`src/rtl/fp_div_arb_pkg.sv`:
```
// rtl/fp_div_arb_pkg.sv - shared types and constants for the FP divider arbiter
package fp_div_arb_pkg;

  localparam int STATUS_W   = 8;
  localparam int RND_W      = 3;
  localparam int DEF_SEQ_W  = 6;
  localparam int DEF_IDX_W  = 2;
  localparam int DEF_DATA_W = 16;

  // Layout of a divider ID for the default configuration; the top slices by parameter.
  typedef struct packed {
    logic [DEF_SEQ_W-1:0] seq;
    logic [DEF_IDX_W-1:0] idx;
  } div_id_t;

  typedef struct packed {
    logic                  valid;
    logic [DEF_DATA_W-1:0] z;
    logic [STATUS_W-1:0]   status;
  } rsp_slot_t;

endpackage

```
`src/rtl/fp_div_arbiter_if.sv`:
```
// rtl/fp_div_arbiter_if.sv - launch/return bus between the arbiter and the divider wrapper
interface fp_div_arbiter_if
  import fp_div_arb_pkg::*;
#(
  parameter int DATA_W = 16,
  parameter int ID_W   = 8
);

  logic [DATA_W-1:0]   div_a;
  logic [DATA_W-1:0]   div_b;
  logic [RND_W-1:0]    div_rnd;
  logic                div_launch;
  logic [ID_W-1:0]     div_launch_id;
  logic                div_pipe_full;
  logic                div_accept_n;
  logic                div_arrive;
  logic [ID_W-1:0]     div_arrive_id;
  logic [DATA_W-1:0]   div_z;
  logic [STATUS_W-1:0] div_status;

  modport master (
    output div_a, div_b, div_rnd, div_launch, div_launch_id, div_accept_n,
    input  div_pipe_full, div_arrive, div_arrive_id, div_z, div_status
  );

  modport slave (
    input  div_a, div_b, div_rnd, div_launch, div_launch_id, div_accept_n,
    output div_pipe_full, div_arrive, div_arrive_id, div_z, div_status
  );

endinterface

```
`src/rtl/fp_div_rr_arb.sv`:
```
// rtl/fp_div_rr_arb.sv - round-robin arbiter: first request at or after the pointer wins
module fp_div_rr_arb
  import fp_div_arb_pkg::*;
#(
  parameter int N = 4,
  localparam int IW = $clog2(N)
) (
  input  logic          clk,
  input  logic          rst_n,
  input  logic [N-1:0]  req,
  input  logic          en,
  output logic [N-1:0]  grant,
  output logic [IW-1:0] grant_idx
);

  logic [IW-1:0] ptr_q, ptr_d;
  logic [IW-1:0] idx;
  logic          found;

  // N is a power of two, so the pointer sum wraps naturally.
  always_comb begin
    grant     = '0;
    grant_idx = '0;
    found     = 1'b0;
    idx       = '0;
    for (int k = 0; k < N; k++) begin
      idx = ptr_q + IW'(k);
      if (en && !found && req[idx]) begin
        found      = 1'b1;
        grant[idx] = 1'b1;
        grant_idx  = idx;
      end
    end
    ptr_d = found ? grant_idx + 1'b1 : ptr_q;
  end

  always_ff @(posedge clk or negedge rst_n) begin
    if (!rst_n) begin
      ptr_q <= '0;
    end else begin
      ptr_q <= ptr_d;
    end
  end

endmodule

```
`src/rtl/fp_div_arbiter.sv`:
```
// rtl/fp_div_arbiter.sv - shares one pipelined FP divider among NUM_REQ requesters
// Optional FP_DIV_ARB_SEQ_CHECK_EN: checks arrival sequence numbers per requester.
module fp_div_arbiter
  import fp_div_arb_pkg::*;
#(
  parameter int NUM_REQ      = 4,
  parameter int DATA_W       = 16,
  parameter int SEQ_W        = 6,
  parameter int INFLIGHT_MAX = 8
) (
  input  logic                               clk,
  input  logic                               rst_n,
  input  logic [NUM_REQ-1:0]                 req_valid,
  output logic [NUM_REQ-1:0]                 req_ready,
  input  logic [NUM_REQ-1:0][DATA_W-1:0]     req_a,
  input  logic [NUM_REQ-1:0][DATA_W-1:0]     req_b,
  input  logic [NUM_REQ-1:0][RND_W-1:0]      req_rnd,
  output logic [NUM_REQ-1:0]                 rsp_valid,
  input  logic [NUM_REQ-1:0]                 rsp_ready,
  output logic [DATA_W-1:0]                  rsp_z,
  output logic [NUM_REQ-1:0][STATUS_W-1:0]   rsp_status,
  output logic [NUM_REQ-1:0][DATA_W-1:0]     rsp_z_slot,
  fp_div_arbiter_if.master                   div,
  output logic                               seq_err
);

  localparam int IDX_W  = $clog2(NUM_REQ);
  localparam int ID_W   = SEQ_W + IDX_W;
  localparam int CRED_W = $clog2(INFLIGHT_MAX + 1);

  logic [NUM_REQ-1:0]               grant;
  logic [IDX_W-1:0]                 gnt_idx;
  logic                             arb_en;
  logic                             launch;

  logic [CRED_W-1:0]                credit_q, credit_d;
  logic [NUM_REQ-1:0][SEQ_W-1:0]    seq_cnt_q, seq_cnt_d;

  logic [DATA_W-1:0]                div_a_q, div_a_d;
  logic [DATA_W-1:0]                div_b_q, div_b_d;
  logic [RND_W-1:0]                 div_rnd_q, div_rnd_d;
  logic                             div_launch_q, div_launch_d;
  logic [ID_W-1:0]                  div_launch_id_q, div_launch_id_d;

  logic [NUM_REQ-1:0]               slot_valid_q, slot_valid_d;
  logic [NUM_REQ-1:0][DATA_W-1:0]   slot_z_q, slot_z_d;
  logic [NUM_REQ-1:0][STATUS_W-1:0] slot_st_q, slot_st_d;
  logic                             seq_err_q, seq_err_d;

  logic [IDX_W-1:0]                 tgt;
  logic                             accept_n;
  logic                             arr_take;
  logic                             underflow;
  logic                             slot_wr;

  // rst_n gates the enable so req_ready reads 0 while reset is held.
  assign arb_en = rst_n && (credit_q < CRED_W'(INFLIGHT_MAX)) && !div.div_pipe_full;

  fp_div_rr_arb #(.N(NUM_REQ)) u_rr_arb (
    .clk       (clk),
    .rst_n     (rst_n),
    .req       (req_valid),
    .en        (arb_en),
    .grant     (grant),
    .grant_idx (gnt_idx)
  );

  assign launch    = |grant;
  assign tgt       = div.div_arrive_id[IDX_W-1:0];
  assign accept_n  = div.div_arrive & slot_valid_q[tgt] & ~rsp_ready[tgt];
  assign arr_take  = div.div_arrive & ~accept_n;
  assign underflow = arr_take && (credit_q == '0);
  assign slot_wr   = arr_take && !underflow;

  always_comb begin
    div_launch_d    = launch;
    div_a_d         = div_a_q;
    div_b_d         = div_b_q;
    div_rnd_d       = div_rnd_q;
    div_launch_id_d = div_launch_id_q;
    seq_cnt_d       = seq_cnt_q;
    if (launch) begin
      div_a_d            = req_a[gnt_idx];
      div_b_d            = req_b[gnt_idx];
      div_rnd_d          = req_rnd[gnt_idx];
      div_launch_id_d    = {seq_cnt_q[gnt_idx], gnt_idx};
      seq_cnt_d[gnt_idx] = seq_cnt_q[gnt_idx] + 1'b1;
    end
  end

  always_comb begin
    credit_d = credit_q;
    case ({launch, slot_wr})
      2'b10:   credit_d = credit_q + 1'b1;
      2'b01:   credit_d = credit_q - 1'b1;
      default: credit_d = credit_q;
    endcase
  end

  // Drain first, then refill, so a same-cycle drain+fill leaves the slot valid.
  always_comb begin
    slot_valid_d = slot_valid_q & ~rsp_ready;
    slot_z_d     = slot_z_q;
    slot_st_d    = slot_st_q;
    if (slot_wr) begin
      slot_valid_d[tgt] = 1'b1;
      slot_z_d[tgt]     = div.div_z;
      slot_st_d[tgt]    = div.div_status;
    end
  end

`ifdef FP_DIV_ARB_SEQ_CHECK_EN
  logic [NUM_REQ-1:0][SEQ_W-1:0] exp_seq_q, exp_seq_d;
  logic [SEQ_W-1:0]              arr_seq;

  assign arr_seq = div.div_arrive_id[ID_W-1:IDX_W];

  always_comb begin
    exp_seq_d = exp_seq_q;
    seq_err_d = seq_err_q | underflow;
    if (slot_wr) begin
      exp_seq_d[tgt] = exp_seq_q[tgt] + 1'b1;
      if (arr_seq != exp_seq_q[tgt]) begin
        seq_err_d = 1'b1;
      end
    end
  end

  always_ff @(posedge clk or negedge rst_n) begin
    if (!rst_n) begin
      exp_seq_q <= '0;
    end else begin
      exp_seq_q <= exp_seq_d;
    end
  end
`else
  always_comb begin
    seq_err_d = seq_err_q | underflow;
  end
`endif

  always_ff @(posedge clk or negedge rst_n) begin
    if (!rst_n) begin
      credit_q        <= '0;
      seq_cnt_q       <= '0;
      div_a_q         <= '0;
      div_b_q         <= '0;
      div_rnd_q       <= '0;
      div_launch_q    <= 1'b0;
      div_launch_id_q <= '0;
      slot_valid_q    <= '0;
      slot_z_q        <= '0;
      slot_st_q       <= '0;
      seq_err_q       <= 1'b0;
    end else begin
      credit_q        <= credit_d;
      seq_cnt_q       <= seq_cnt_d;
      div_a_q         <= div_a_d;
      div_b_q         <= div_b_d;
      div_rnd_q       <= div_rnd_d;
      div_launch_q    <= div_launch_d;
      div_launch_id_q <= div_launch_id_d;
      slot_valid_q    <= slot_valid_d;
      slot_z_q        <= slot_z_d;
      slot_st_q       <= slot_st_d;
      seq_err_q       <= seq_err_d;
    end
  end

  // Lowest valid slot drives the shared bus.
  always_comb begin
    rsp_z = '0;
    for (int i = NUM_REQ - 1; i >= 0; i--) begin
      if (slot_valid_q[i]) begin
        rsp_z = slot_z_q[i];
      end
    end
  end

  assign req_ready         = grant;
  assign rsp_valid         = slot_valid_q;
  assign rsp_status        = slot_st_q;
  assign rsp_z_slot        = slot_z_q;
  assign seq_err           = seq_err_q;
  assign div.div_a         = div_a_q;
  assign div.div_b         = div_b_q;
  assign div.div_rnd       = div_rnd_q;
  assign div.div_launch    = div_launch_q;
  assign div.div_launch_id = div_launch_id_q;
  assign div.div_accept_n  = accept_n;

endmodule

```
`src/flat_wrapper.sv`:
```
// flat-port wrapper written by rule: the top's interface ports become plain ports
module fp_div_arbiter_flat import fp_div_arb_pkg::*;
#(
  parameter int NUM_REQ      = 4,
  parameter int DATA_W       = 16,
  parameter int SEQ_W        = 6,
  parameter int INFLIGHT_MAX = 8
)
  (clk, rst_n, req_valid, req_ready, req_a, req_b, req_rnd, rsp_valid, rsp_ready, rsp_z, rsp_status, rsp_z_slot, seq_err, div_div_a, div_div_b, div_div_rnd, div_div_launch, div_div_launch_id, div_div_accept_n, div_div_pipe_full, div_div_arrive, div_div_arrive_id, div_div_z, div_div_status);
  fp_div_arbiter_if #(.DATA_W(DATA_W), .ID_W(8)) div_i ();
  input  logic clk;
  input  logic rst_n;
  input  logic [NUM_REQ-1:0] req_valid;
  output logic [NUM_REQ-1:0] req_ready;
  input  logic [NUM_REQ-1:0][DATA_W-1:0] req_a;
  input  logic [NUM_REQ-1:0][DATA_W-1:0] req_b;
  input  logic [NUM_REQ-1:0][RND_W-1:0] req_rnd;
  output logic [NUM_REQ-1:0] rsp_valid;
  input  logic [NUM_REQ-1:0] rsp_ready;
  output logic [DATA_W-1:0] rsp_z;
  output logic [NUM_REQ-1:0][STATUS_W-1:0] rsp_status;
  output logic [NUM_REQ-1:0][DATA_W-1:0] rsp_z_slot;
  output logic seq_err;
  output wire logic [$bits(div_i.div_a)-1:0] div_div_a;
  output wire logic [$bits(div_i.div_b)-1:0] div_div_b;
  output wire logic [$bits(div_i.div_rnd)-1:0] div_div_rnd;
  output wire logic [$bits(div_i.div_launch)-1:0] div_div_launch;
  output wire logic [$bits(div_i.div_launch_id)-1:0] div_div_launch_id;
  output wire logic [$bits(div_i.div_accept_n)-1:0] div_div_accept_n;
  input wire logic [$bits(div_i.div_pipe_full)-1:0] div_div_pipe_full;
  input wire logic [$bits(div_i.div_arrive)-1:0] div_div_arrive;
  input wire logic [$bits(div_i.div_arrive_id)-1:0] div_div_arrive_id;
  input wire logic [$bits(div_i.div_z)-1:0] div_div_z;
  input wire logic [$bits(div_i.div_status)-1:0] div_div_status;
  assign div_div_a = div_i.div_a;
  assign div_div_b = div_i.div_b;
  assign div_div_rnd = div_i.div_rnd;
  assign div_div_launch = div_i.div_launch;
  assign div_div_launch_id = div_i.div_launch_id;
  assign div_div_accept_n = div_i.div_accept_n;
  assign div_i.div_pipe_full = div_div_pipe_full;
  assign div_i.div_arrive = div_div_arrive;
  assign div_i.div_arrive_id = div_div_arrive_id;
  assign div_i.div_z = div_div_z;
  assign div_i.div_status = div_div_status;
  fp_div_arbiter #(.NUM_REQ(NUM_REQ), .DATA_W(DATA_W), .SEQ_W(SEQ_W), .INFLIGHT_MAX(INFLIGHT_MAX)) u_core (.clk(clk), .rst_n(rst_n), .req_valid(req_valid), .req_ready(req_ready), .req_a(req_a), .req_b(req_b), .req_rnd(req_rnd), .rsp_valid(rsp_valid), .rsp_ready(rsp_ready), .rsp_z(rsp_z), .rsp_status(rsp_status), .rsp_z_slot(rsp_z_slot), .div(div_i), .seq_err(seq_err));
endmodule
```
`config.mk`:
```
export PLATFORM = sky130hd
export DESIGN_NAME = fp_div_arbiter_flat
export DESIGN_NICKNAME = d
export VERILOG_FILES = /design/src/rtl/fp_div_arb_pkg.sv /design/src/rtl/fp_div_arbiter_if.sv /design/src/rtl/fp_div_rr_arb.sv /design/src/rtl/fp_div_arbiter.sv /design/src/flat_wrapper.sv
export SDC_FILE = /design/constraint.sdc
export NUM_CORES = 1
export LEC_CHECK = 0
export BUFFER_PORTS_ARGS = -buffer_cell sky130_fd_sc_hd__buf_4
export CAP_MARGIN = 20
export CORE_MARGIN = 2
export CORE_UTILIZATION = 40
export CTS_CLUSTER_SIZE = 25
export DETAILED_ROUTE_END_ITERATION = 8
export PLACE_DENSITY_LB_ADDON = 0.08
export SLEW_MARGIN = 20
export SYNTH_ARGS = -nofsm -noshare
export SYNTH_HDL_FRONTEND = slang
export SYNTH_HIERARCHICAL = 1
export SYNTH_SLANG_ARGS = --single-unit
```
`constraint.sdc`:
```
create_clock -name clk -period 4.4 [get_ports clk]
set_input_delay 0.66 -clock clk [delete_from_list [all_inputs] [get_ports clk]]
set_output_delay 0.66 -clock clk [all_outputs]
set_load 0.02 [all_outputs]
```
Word-level counts from Yosys, hierarchy flattened
Cells that the tools add are included.
Widths: inputs -> output; s select.

cells by class
  add/subtract/negate cells = 7
  $lt $le $gt $ge = 13
  equality and inequality tests = 2
  muxes and demuxes = 57
  bitwise operators = 12
  reduce and logical (&&, ||, !) cells = 25

operators by type and width
  cell                 number
  $mux 16              7
  $bmux 16 s2          2
  $bwmux 64            1
  $bwmux 32            1
  $demux 16 s2         1
  $bwmux 24            1
  $mux 4               5
  $lt 2x3->1 const B   6
  $logic_and 1x1->1    17
  $demux 8 s2          1
  $or 4x4->4           4
  $mux 1               15
  $bmux 1 s2           6
  $bmux 6 s2           1
  $demux 6 s2          1
  $ge 2x1->1 const B   6
  $mux 6               2
  $demux 1 s2          5
  $mux 2               4
  $mux 8               1
  $pmux 4 s2           1
  $add 6x1->6 const B  1
  $bmux 3 s2           1
  $logic_not 1->1      5
  16 further kinds     21

storage, ports and cells
  register bits = 175
  output and inout bits = 166
  word-level logic and storage cells = 137

Longest topological paths before layout
Gate-level depths: netlist of run 1.

  depth in word-level cells = 22
  gate-level depth with buffers = 18
  mapped depth without buffers = 16

Modules after synthesis
Netlist of run 1, hierarchy kept.

by module, submodules not included
  module          times used  cells an instance  area each (µm²)  seq. area each (µm²)
  fp_div_arbiter  1           665                8199.1           4329.2
  fp_div_rr_arb   1           72                 613.1            50.0

Worst setup path after synthesis of run 1
OpenSTA, ideal clock, no wires.

  path type = reg-to-reg
  start = reg with a tool-made name
  end = reg u_core.credit_q[2]
  library setup time = 0.125 ns
  data arrival time = 4.068 ns
  required time = 4.275 ns
  path slack = 0.207 ns
  cell stages (with the launch flop) = 19
  buffers on the path = 3
  clock period less this slack = 4.193 ns
  cell sequence = dfrtp_1 buf_2 inv_1 ha_1 buf_4 mux2i_1 a31oi_2 nand2_1 and3b_1 a221o_1 nor4_4 clkbuf_1 ha_1 xor2_1 ha_1 a21oi_1 xor2_1 nor2_1 xor2_1

RTL lines
  element                 RTL line               RTL
  end signal: assignment  fp_div_arbiter.sv:156  credit_q <= credit_d;
  end: declaration        fp_div_arbiter.sv:36   logic [CRED_W-1:0] credit_q, credit_d;

==> results of run 1 <==
==> sequential cells by signal, indices dropped and copies added (netlist names), named ones only <==
signal	count
u_core/div.div_b	16
u_core/u_rr_arb/ptr_q	1
u_core/credit_q	4
u_core/seq_err	1
u_core/div.div_launch	1
u_core/rsp_valid	4
u_core/seq_cnt_q	24
u_core/rsp_z_slot	64
u_core/div.div_rnd	3
u_core/rsp_status	32
u_core/div.div_launch_id	8
u_core/div.div_a	16
==> cell type report <==
cell class | instances | share of cell area (%)
Sequential cell | 175 | 35.6
Multi-Input combinational cell | 509 | 33.7
Timing Repair Buffer | 369 | 22.7
Clock buffer | 18 | 3.57
Tap cell | 280 | 2.85
Clock inverter | 14 | 1.34
Inverter | 5 | 0.153
==> per-layer routing <==
| layer | share of wire (%) | vias to the layer above |
|---|---|---|
| met5 | 0 | - |
| met4 | 1.5 | 0 |
| met3 | 5.6 | 22 |
| met2 | 50 | 223 |
| met1 | 43 | 3505 |
| li1 | - | 3298 |
==> power by group through the flow <==
stage	logic (mW)	registers [mW]	clock network [mW]
2_1_floorplan	1.99	3.31	0
6_report	4.23	2.72	1.53
4_1_cts	4.27	2.72	1.58
3_5_place_dp	4.27	2.74	0
3_3_place_gp	4.22	2.73	0
5_1_grt	4.57	2.81	1.64
==> metrics by stage <==
step                      power, mW  instances
final                          8.47       1370
after global routing           9.02       1370
after CTS                      8.57       1369
after detailed placement       7.02       1337
after global placement         6.95       1337
after floorplan                5.31        737
==> worst max-delay path, delay by kind of cell, from the launching register on <==
| kind | cells | cell delay, ps |
|---|---|---|
| AO/OA/AOI/OAI | 3 | 690 |
| adder cells (fa/ha/maj) | 1 | 400 |
| buffers and inverters | 4 | 930 |
| flip-flops | 1 | 390 |
| multiplexers | 1 | 320 |
| AND/OR/NAND/NOR | 6 | 960 |
==> how the worst min path moves through the flow <==
stage               cells past startpoint                    end  slack (ps)            startpoint
finish                                  2   u_core/rsp_status[3]         330                 rst_n
global route                            2  u_core/rsp_status[24]         380                 rst_n
CTS                                     2  u_core/rsp_status[24]         330                 rst_n
detailed placement                      2    u_core/div.div_b[4]         460   u_core/div.div_b[4]
global placement                        2   u_core/div.div_b[15]         450  u_core/div.div_b[15]
floorplan                               0     u_core/credit_q[0]         360                 rst_n
==> cells by family (layout without fill, tap and decap cells) <==
| kind of cell | Yosys count | count (layout) |
|---|---|---|
| DFF | 175 | 175 |
| adders and majority gates | 8 | 8 |
| buffers and inverters | 53 | 406 |
| and+or+nand+nor | 239 | 239 |
| xor gates and xnor gates | 11 | 11 |
| muxes | 151 | 151 |
| AOI/OAI and AO/OA | 100 | 100 |
==> cell usage in the layout (no fill, tap or decap), types with 2 or more instances in the layout <==
cell	netlist	routed
a22oi_1	16	16
a221o_1	4	4
o21ai_0	24	24
o21ai_1	4	4
nor2_1	43	43
a22o_1	4	4
nand2_1	161	161
nor4_4	2	2
mux2_4	4	4
xor2_1	5	5
clkbuf_16	0	17
nand2b_1	4	4
nand3_1	5	5
nor2b_1	3	3
mux2i_1	5	5
clkinv_4	0	2
inv_6	0	3
ha_1	8	8
inv_1	4	4
a21oi_1	34	34
buf_4	7	367
inv_8	0	6
a211oi_1	2	2
mux4_2	41	41
xnor2_1	4	4
nor3b_1	2	2
dfrtp_1	175	175
mux2_2	100	100
==> impl_results.md, run 1 <==
- Hold Buf Count CTS: 0
- Max-slew violations: 0
- CTS tree: yes
- Status: completed
- Element type at the critical path end: flip-flop
- Switching Power: 3.49 mW
- Area post-placement: 0.0117 mm2
- Drt total wl: 24,900 um
- Starting density of the core: 40.5%
- Mean Syn Cell Area: 12.0 um2
- Hold slack: 327 ps
- Relative slew slack: 39.9%
- CP cell instances: inv_1 > ha_1 > mux2_2 > nor3_2 > a31oi_2 > nand2_1 > and3b_1 > a221o_1 > nor4_4 > buf_4 > buf_4 > nor3_1 > buf_4 > nor2_1 > a21oi_1
- Setup Skew: 9.23 ps
- First-pass GRT wire length: 39,600 um
- ANT cells: 0
- Post-DR wirelength/cell: 18.2 um
- Drc violations: 0
- Ports: 350
- Die height: 152 um
- Post-Synth XOR/XNOR Area: 1.26%
- I/O Buffers: 343
- Final hold vios: 0
- Setup-failing EPs final: 0
- Seq/Total Area, Yosys: 49.7%
- Busiest grt layer: met2
- Leading area contributor after synthesis: dfrtp_1
- Comb pwr share: 49.9%
- Final worst path period share: 87.2%
- Post-synth EDFFs: 0
- Clk Tree Root Cell: clkbuf_16
- Post-synth cell types: 64
- CP required: 4710 ps
- Core ar.: 0.0218 mm2
- CP arrival: 4150 ps
- Gr ovfl total: 0
- Synthesis-stage register bit count: 175
- Crit path launch type: flip-flop
- DRT antenna net count: 0
- Final Util: 56.5%
- RSZ-0062 raised after global routing: false
- CTS H-Tree Depth: 4
- Drt initial violations: 354
- Yosys top cell area share: 49.7%
- Clk buf depth: 2
- Synth top cells by count: dfrtp_1 (175), nand2_1 (161), mux2_2 (100)
- Post-CTS sizing: 0
- FF-to-FF path depth: 15
- Placer Congestion: 0.793
- Post-synthesis mux area share: 24.8%
- Number of global-route vias before repair: 7,068
- Synth Warn #: 6
- R2R Path End: u_core/seq_cnt_q[0]
- Min cycle time layout: 3840 ps
- NumNets Final: 1,269
- CP max stage delay: 400 ps
- Cell Int Power: 4.99 mW
- Net Sw Frac: 41.1%
- Area growth syn-to-layout: 39.4%
- Die Wd: 152 um
- FILL cells: 1,968
- Leak pwr: 5.83 nW
- Worst setup path end: u_core/seq_cnt_q[0]
- Clock latency on the worst-skew pair: 420 ps
- GR Util met2: 36.4%
- DP Worst Slack: 553 ps
- Cell Rows: 54
- Post-Synth Simple-Gate Area: 12.3%
- CP max-delay cell: ha_1
- Dominant synthesized flop cell: dfrtp_1
- Sum of negative setup slack: 0 ps
- Post-CTS Setup Repair Bufs: 0
- Met3 Usage GRT: 4.64%
- Overall Global Routing Usage: 21.5%
- 1st-pass router iterations: 4
- Initial antenna violation count: 0
- CTS clk-pin slew, worst paths: 70 ps
- Hold Path Class: input port to async pin
- Peak supply drop: 0.362 mV
- Reg area: 0.00438 mm2
- Kind of critical path: flip-flop to flip-flop
- Vias per cell: 5.14
- Netlist Area Pre-Place: 0.00881 mm2
- CTS buffer count: 17
- Slack of the worst reg-to-reg path: 560 ps
- Final worst slack: 561 ps
- Synth async-reset ratio: 100%
- Most instantiated library cell after synthesis: dfrtp_1
- Post-DP HPWL: 18,400 um
- Multi-input logic area: 0.00414 mm2
- Die area: 0.0232 mm2
- Power share of the clock group: 18.1%
- Flop pwr share: 32.1%
- Maxcap violations: 0
- Pwr/cell area: 690 mW/mm2
- FMAX: 0.261 GHz
- Synth Area in Compound Gates: 7.40%
- Worst-Margin Slew: 901 ps
- Sink Count: 175
- Met1 track demand over resource: 28.3%
- Post-route cell area: 0.0123 mm2
- Post-Synthesis Cells: 737
- Synthesized Nets: 929
- Most frequent CP cell: buf_4
- Worst-path maximum fanout: 44
- Post-Synth Adder-Cell Area: 1.14%
- Largest net degree at the start of global routing: 71
- Largest family of logic cells by synthesized area: multiplexers
- Synth top area cells: dfrtp_1 (50%), mux2_2 (13%), mux4_2 (10%)
- Routed via count: 7,048
- Fraction of layout cells with a size suffix above 1: 51.9%
(Power assumes the default switching activity.)
==> run 2: changes to the inputs <==
--- a/config.mk
+++ b/config.mk
@@ -7,11 +7,13 @@
 export LEC_CHECK = 0
 export BUFFER_PORTS_ARGS = -buffer_cell sky130_fd_sc_hd__buf_4
 export CAP_MARGIN = 20
+export CELL_PAD_IN_SITES_DETAIL_PLACEMENT = 2
+export CELL_PAD_IN_SITES_GLOBAL_PLACEMENT = 2
 export CORE_MARGIN = 2
-export CORE_UTILIZATION = 40
+export CORE_UTILIZATION = 30
 export CTS_CLUSTER_SIZE = 25
 export DETAILED_ROUTE_END_ITERATION = 8
-export PLACE_DENSITY_LB_ADDON = 0.08
+export PLACE_DENSITY = 0.85
 export SLEW_MARGIN = 20
 export SYNTH_ARGS = -nofsm -noshare
 export SYNTH_HDL_FRONTEND = slang
==> impl_results.md, run 2 (same netlist as run 1, synthesis figures left out) <==
- Final hold vios: 0
- ANT cells: 0
- Hold Path Class: flip-flop to flip-flop
- Die area: 0.0308 mm2
- Final worst path period share: 92.9%
- Clock latency on the worst-skew pair: 430 ps
- Largest net degree at the start of global routing: 170
- Initial antenna violation count: 0
- Routed via count: 7,432
- Fraction of layout cells with a size suffix above 1: 51.8%
- Hold Path Stages: 2
- CTS buffer count: 17
- Sink Count: 175
- Non-Filler Instances: 1,474
- Worst-Margin Slew: 991 ps
- Drt total wl: 32,100 um
- Min cycle time layout: 4090 ps
- Max reg flops: 64
- Overall Global Routing Usage: 21.1%
- Most common cell after layout, fill and taps aside: buf_4
- NumNets Final: 1,269
- Setup Skew: 13.9 ps
- FF-to-FF path depth: 16
- CTS clk-pin slew, worst paths: 80 ps
- Leak pwr: 5.83 nW
- CP arrival: 4400 ps
- Hold endpoint: u_core/div.div_a[4]
- CTS tree: yes
- Drt initial violations: 331
- R2R Path End: u_core/credit_q[2]
- Most frequent cells in the layout: buf_4 (365), dfrtp_1 (175), nand2_1 (161)
- 1st-pass router iterations: 4
- Cell Rows: 62
- Vias per cell: 5.04
- Status: completed
- Element type at the critical path end: flip-flop
- Peak supply drop: 0.250 mV
- FMAX: 0.245 GHz
- Starting density of the core: 30.6%
- Slack of the worst reg-to-reg path: 590 ps
- Placed Cells incl. Taps: 1,441
- Pwr/cell area: 703 mW/mm2
- Number of global-route vias before repair: 8,401
- I/O Buffers: 343
- CP required: 4710 ps
- Setup-failing EPs final: 0
- DRT antenna net count: 0
- Area growth syn-to-layout: 41.1%
- HP Start: u_core/div.div_a[4]
- Core ar.: 0.0288 mm2
- Worst-path maximum fanout: 14
- Clk Tree Root Cell: clkbuf_16
- Gr ovfl total: 0
- Drc violations: 0
- Crit path launch type: input port
- RSZ-0062 raised after global routing: false
- Post-DP HPWL: 24,200 um
- Die Wd: 175 um
- Clk buf depth: 2
- Sum of negative setup slack: 0 ps
- First-pass GRT wire length: 49,700 um
- Power Total: 8.74 mW
- Max-slew violations: 0
- Post-DR wirelength/cell: 21.8 um
- Placer Congestion: 0.838
- Relative slew slack: 34.0%
- Die height: 175 um
- CTS H-Tree Depth: 4
- Maxcap violations: 0
- Ports: 350
- Kind of critical path: input port to flip-flop
## run 2: cell types whose count changed in the layout (fill, tap and decap cells not counted), sizes merged
| cell | before | now |
|---|---|---|
| buf | 369 | 368 |
| clkbuf | 18 | 17 |
| clkinv | 3 | 4 |
| dlygate4sd3 | 0 | 1 |
## run 2: how the worst max path moves through the flow
stage	from	endpoint	slack, ps	cells past startpoint
after floorplan	flip-flop	u_core/credit_q[2]	210	18
after global placement	rst_n	u_core/seq_cnt_q[13]	650	13
after detailed placement	req_valid[3]	u_core/seq_cnt_q[7]	440	12
after CTS	rst_n	u_core/seq_cnt_q[7]	320	14
after global routing	rst_n	u_core/seq_cnt_q[7]	5	14
final	rst_n	u_core/seq_cnt_q[7]	310	14
## run 2: where the power goes
group	total (mW)	switching, mW	internal, mW
Clock	1.58	0.754	0.825
Sequential	2.75	0.474	2.28
Combinational	4.41	2.51	1.90
Total	8.74	3.74	5.01
## run 2: metrics by stage
stage	worst slack (ps)	area [um2]	util [%]	hold WS, ps
after floorplan	207	8810	-	364
after global placement	648	11800	41.0	451
after detailed placement	435	11800	41.1	460
after CTS	319	12400	43.2	462
after global routing	4.59	12400	43.2	469
final	311	12400	43.2	470
## run 2: worst max-delay path, stage by stage
cell and delay [ps]:
dlygate4sd3_1 550, buf_6 160, nor3b_1 210, buf_4 220
nand3_1 110, o2bb2ai_1 540, a22o_1 240, a221o_1 180
nor4_4 80, buf_4 200, inv_2 90, nand2_1 80
nor2_1 660, mux2_2 410
## run 2: repair_timing
item / in CTS / in global routing
hold buffers: 1 / 0
buffers inserted: 0 / 0
resized for setup: 0 / 0
endpoints found under the hold margin: 6 / 0
setup endpoints to repair: 0 / 0
## run 2: layer usage
| layer | share of wire, % | GRT usage [%] | vias up |
|---|---|---|---|
| met4 | 2.2 | 6.28 | 0 |
| met3 | 6.3 | 4.81 | 34 |
| met5 | 0 | 0 | - |
| li1 | - | - | 3295 |
| met1 | 39 | 24.4 | 3806 |
| met2 | 53 | 38.5 | 297 |
## run 2: layout make-up
type,count,area [um2]
fill,2989,16300
clock inverter,15,186
tap,384,480
inverter,5,18.8
multi-input combinational,509,4140
sequential,175,4380
clock buffer,17,425
timing repair buffer,369,2810
